## config.mk

```make
export PLATFORM = sky130hd
export DESIGN_NAME = weight_mem_loader
export DESIGN_NICKNAME = d
export VERILOG_FILES = /design/src/rtl/weight_mem_loader.sv
export SDC_FILE = /design/constraint.sdc
export NUM_CORES = 1
export LEC_CHECK = 0
export BUFFER_PORTS_ARGS = -buffer_cell sky130_fd_sc_hd__buf_2
export CORE_MARGIN = 3
export CORE_UTILIZATION = 55
export DETAILED_ROUTE_END_ITERATION = 10
export GPL_TIMING_DRIVEN = 0
export PLACE_DENSITY = 0.89
export SYNTH_ARGS = -nofsm -noshare
export SYNTH_HDL_FRONTEND = slang
export SYNTH_SLANG_ARGS = --single-unit
```

## constraint.sdc

```tcl
create_clock -name clk -period 4.4 [get_ports clk]
set_clock_uncertainty 0.2 [all_clocks]
set_input_delay 1.1 -clock clk [delete_from_list [all_inputs] [get_ports clk]]
set_output_delay 1.1 -clock clk [all_outputs]
set_load 0.01 [all_outputs]
```

## src/rtl/weight_mem_loader.sv

```systemverilog
// Bring-up loader: assembles a little-endian byte stream into weight words and
// writes them to consecutive weight memory addresses, then reports done.
module weight_mem_loader #(
   parameter int num_weight    = 3,
   parameter int address_width = 2,
   parameter int data_width    = 16
) (
   input  logic                     clk,
   input  logic                     rst,
   input  logic                     start,
   input  logic                     in_valid,
   input  logic [7:0]               in_data,
   output logic                     in_ready,
   output logic                     w_en,
   output logic [address_width-1:0] w_add,
   output logic [data_width-1:0]    w_in,
   output logic                     busy,
   output logic                     done,
   output logic [address_width:0]   words_written
);

   localparam int BYTES = data_width / 8;
   localparam int BCW   = (BYTES > 1) ? $clog2(BYTES) : 1;

   // state | meaning
   // IDLE  | waiting for start after reset
   // LOAD  | accepting bytes of the current word
   // WRITE | one-cycle write strobe of the assembled word
   // DONE  | all words written, waiting for a new start
   typedef enum logic [1:0] {IDLE, LOAD, WRITE, DONE} state_t;

   state_t                   state_q, state_d;
   logic [BCW-1:0]           byte_cnt_q, byte_cnt_d;
   logic [address_width-1:0] word_cnt_q, word_cnt_d;
   logic [data_width-1:0]    asm_q, asm_d;
   logic                     w_en_q, w_en_d;
   logic [address_width-1:0] w_add_q, w_add_d;
   logic [data_width-1:0]    w_in_q, w_in_d;
   logic                     busy_q, busy_d;
   logic                     done_q, done_d;
   logic [address_width:0]   words_written_q, words_written_d;

   assign in_ready      = (state_q == LOAD);
   assign w_en          = w_en_q;
   assign w_add         = w_add_q;
   assign w_in          = w_in_q;
   assign busy          = busy_q;
   assign done          = done_q;
   assign words_written = words_written_q;

   always_comb begin
      state_d         = state_q;
      byte_cnt_d      = byte_cnt_q;
      word_cnt_d      = word_cnt_q;
      asm_d           = asm_q;
      w_en_d          = 1'b0;
      w_add_d         = w_add_q;
      w_in_d          = w_in_q;
      words_written_d = words_written_q;
      case (state_q)
         IDLE, DONE: begin
            if (start) begin
               state_d         = LOAD;
               byte_cnt_d      = '0;
               word_cnt_d      = '0;
               words_written_d = '0;
            end
         end
         LOAD: begin
            if (in_valid && in_ready) begin
               for (int b = 0; b < BYTES; b++) begin
                  if (byte_cnt_q == BCW'(b)) asm_d[8*b +: 8] = in_data;
               end
               // Strobe is registered, so it lands the cycle after the last byte.
               if (byte_cnt_q == BCW'(BYTES-1)) begin
                  state_d         = WRITE;
                  byte_cnt_d      = '0;
                  w_en_d          = 1'b1;
                  w_add_d         = word_cnt_q;
                  w_in_d          = asm_d;
                  words_written_d = words_written_q + 1'b1;
               end else begin
                  byte_cnt_d = byte_cnt_q + 1'b1;
               end
            end
         end
         WRITE: begin
            if (word_cnt_q == address_width'(num_weight-1)) begin
               state_d = DONE;
            end else begin
               word_cnt_d = word_cnt_q + 1'b1;
               state_d    = LOAD;
            end
         end
         default: state_d = IDLE;
      endcase
      busy_d = (state_d == LOAD) || (state_d == WRITE);
      done_d = (state_d == DONE);
   end

   always_ff @(posedge clk) begin
      if (rst) begin
         state_q         <= IDLE;
         byte_cnt_q      <= '0;
         word_cnt_q      <= '0;
         asm_q           <= '0;
         w_en_q          <= 1'b0;
         w_add_q         <= '0;
         w_in_q          <= '0;
         busy_q          <= 1'b0;
         done_q          <= 1'b0;
         words_written_q <= '0;
      end else begin
         state_q         <= state_d;
         byte_cnt_q      <= byte_cnt_d;
         word_cnt_q      <= word_cnt_d;
         asm_q           <= asm_d;
         w_en_q          <= w_en_d;
         w_add_q         <= w_add_d;
         w_in_q          <= w_in_d;
         busy_q          <= busy_d;
         done_q          <= done_d;
         words_written_q <= words_written_d;
      end
   end

endmodule

```

==> results.toml <==
[clock_network]
ctsResizeCount = 0
cts_tree = "done"
htreeDepth = 2
cts-root-buf = "clkbuf_4"
path_clk_slew_ps = 110
numCtsBuffers = 5
cts_hold_buf = 0
clkSinkCount = 37
insertion_delay_ps = 330
cts_buffer_depth = 2
post_cts_buffers = 0

[finish]
register_area_um2 = 741
multi_input_area_um2 = 729
drive_above_1_share_pct = 25.1
finalCoreUtilization_pct = 70.7
nFillCells = 216
mostFrequentLayoutCell = "nand2_1"
final_cell_mix = "40 x nand2_1, 38 x buf_2, 37 x dfxtp_1, 22 x a21oi_1, 11 x nor2_1"
syn_to_final_growth_pct = 16.8
n_antenna_cell = 0
nets = 236

[setup_path]
crit_end = "in_ready"
cp-startpoint = "state_q[1]$_SDFF_PP0_"
worstSetupEndpointType = "output port"
r2r_cells = 6
regToRegStartpoint = "state_q[0]$_SDFF_PP0_"
crit_type = "reg2out"
worstPathRequired_ps = 3100
cp_max_fo = 3
reg2reg_slack_ps = 2220
startpoint_type = "flop"
r2r_end = "busy$_SDFF_PP0_"
critPathArrivalTime_ps = 1110

[global_route]
grt_util_all_layers_pct = 20.7
grt_pass1_vias = 1241
grt_pass1_wl_um = 5420
grt.overflow.total = 0
antenna_found_initial = 0
grt_max_degree = 12

[route]
routedWlPerCell_um = 13.4
drc = 0
drt_iter0_markers = 47
ant_nets = 0
vias = 1333
routed_via_density = 5.35
drt-total-wl_um = 3330
dr.pass1.iters = 7

[pwr]
sw_frac_of_total_pct = 25.8
clock_power_share_pct = 29.8
power_frac_comb_pct = 10.6
p_total_mw = 0.578
p_leak_nw = 0.808
seq_power_share_pct = 59.7
p_per_area_nw_per_um2 = 316
vdd_drop_max_uv = 298
switchingPower_mw = 0.149
internal_power_mw = 0.429

[synth]
synth_top_area_cell = "dfxtp_1"
netlist_top_cells_area = "dfxtp_1 47%, nand2_1 9.6%, a21oi_1 7.0%"
syn_inst = 177
synthDominantCellAreaShare_pct = 47.2
netlist_area_um2 = 1570
yosysWarnings = 0
syn_area_per_cell_um2 = 8.86
synth_seq_cells = 37
synth_seq_area_share_pct = 47.2
syn_nets = 194
yosysUniqueCellTypes = 31

[sta]
holdWs_ps = 255
period_share_pct = 54.9
finalSetupTns_ps = 0
finalMaxSlewViolations = 0
hold_viol = 0
fmax_ghz = 0.414
max_slew_margin_pct = 67.5
max_slew.worst_pin.slew_ps = 488
rsz0062_at_grt = "no"
setup_viol = 0
post-route-min-period_ps = 2410

[placed_design]
place_congestion = 0.736
dp_hpwl_um = 2430
io_buffers = 35

[floorplan]
die-area_um2 = 3530
core_um2 = 2590
die_h_um = 59.4
fp.dieW_um = 59.4
rows = 18
io_pins = 37
start_util_pct = 60.5

[outcome]
status = "complete, no violations"

[worst_hold_path]
hold_path_class = "reg2reg"

[run]
cap_viol_max_count = 0
power by group through the flow:
stage	sequential [mW]	clock [mW]	combinational, mW
after floorplan	0.352	0	0.0423
after global placement	0.352	0	0.0588
after detailed placement	0.353	0	0.0605
after CTS	0.345	0.173	0.0609
after global routing	0.346	0.193	0.0664
final	0.345	0.172	0.0611
layer usage:
layer  vias up  share of wire [%]  track usage, %
met3         5                5.7            7.19
li1        679                  -               -
met2        36                 46            31.8
met5         -                  0               0
met4         0                1.3            8.41
met1       613                 47            26.2
through the flow:
stage | area [µm²] | instances | worst slack [ps]
finish | 1830 | 249 | 1990
floorplan | 1570 | 177 | 2030
global route | 1830 | 249 | 1920
global placement | 1780 | 242 | 1920
CTS | 1830 | 249 | 1970
detailed placement | 1780 | 242 | 1880
worst min path at each step:
stage / from / endpoint / slack [ps] / cells after the start
CTS: asm_q[1]$_SDFFE_PP0N_ / w_in[1]$_SDFFE_PP0P_ / 260 / 2
global route: asm_q[1]$_SDFFE_PP0N_ / w_in[1]$_SDFFE_PP0P_ / 270 / 2
detailed placement: w_in[5]$_SDFFE_PP0P_ / w_in[5]$_SDFFE_PP0P_ / 250 / 2
finish: asm_q[1]$_SDFFE_PP0N_ / w_in[1]$_SDFFE_PP0P_ / 250 / 2
floorplan: asm_q[0]$_SDFFE_PP0N_ / w_in[0]$_SDFFE_PP0P_ / 230 / 2
global placement: w_in[10]$_SDFFE_PP0P_ / w_in[10]$_SDFFE_PP0P_ / 240 / 2
sequential cells by signal, indices dropped and copies added (netlist names):
signal / count
w_add: 2
asm_q: 8
word_cnt_q: 2
done: 1
w_en: 1
w_in: 16
words_written: 3
state_q: 2
busy: 1
byte_cnt_q: 1
layout make-up:
class                      count  share of cell area, %
tap                           30                   2.05
sequential                    37                   40.5
buffer                        13                   4.51
multi-input combinational    123                   39.8
inverter                       4                  0.820
clock buffer                   6                   2.26
clock inverter                 1                  0.478
timing repair buffer          35                   9.57
synthesized netlist by cell type (all sizes together):
master  number
nand3        3
o32ai        1
nor2b        7
nand2b       4
a31oi        2
nand3b       4
nand2       40
a21oi       22
nor2        11
o21ai        2
o311ai       1
o32a         1
mux2         1
and2         1
mux2i       10
a21boi       1
clkbuf       4
buf          9
nand4        1
nand4b       2
inv          4
and3         2
o221ai       1
a211o        1
ha           5
dfxtp       37
kinds of logic after synthesis:
logic type                 after synthesis  share of synthesized area (%)
and+or+nand+nor                         75                           23.1
muxes                                   11                           7.10
DFF                                     37                           47.2
adders and majority gates                5                           3.99
AOI/OAI and AO/OA                       32                           12.3
buffers and inverters                   17                           6.22
worst max-delay path, stage by stage, from the launching register on:
cell,delay [ps]
dfxtp_1,370
inv_1,70
ha_1,200
buf_2,140
(Power assumes the default switching activity.)
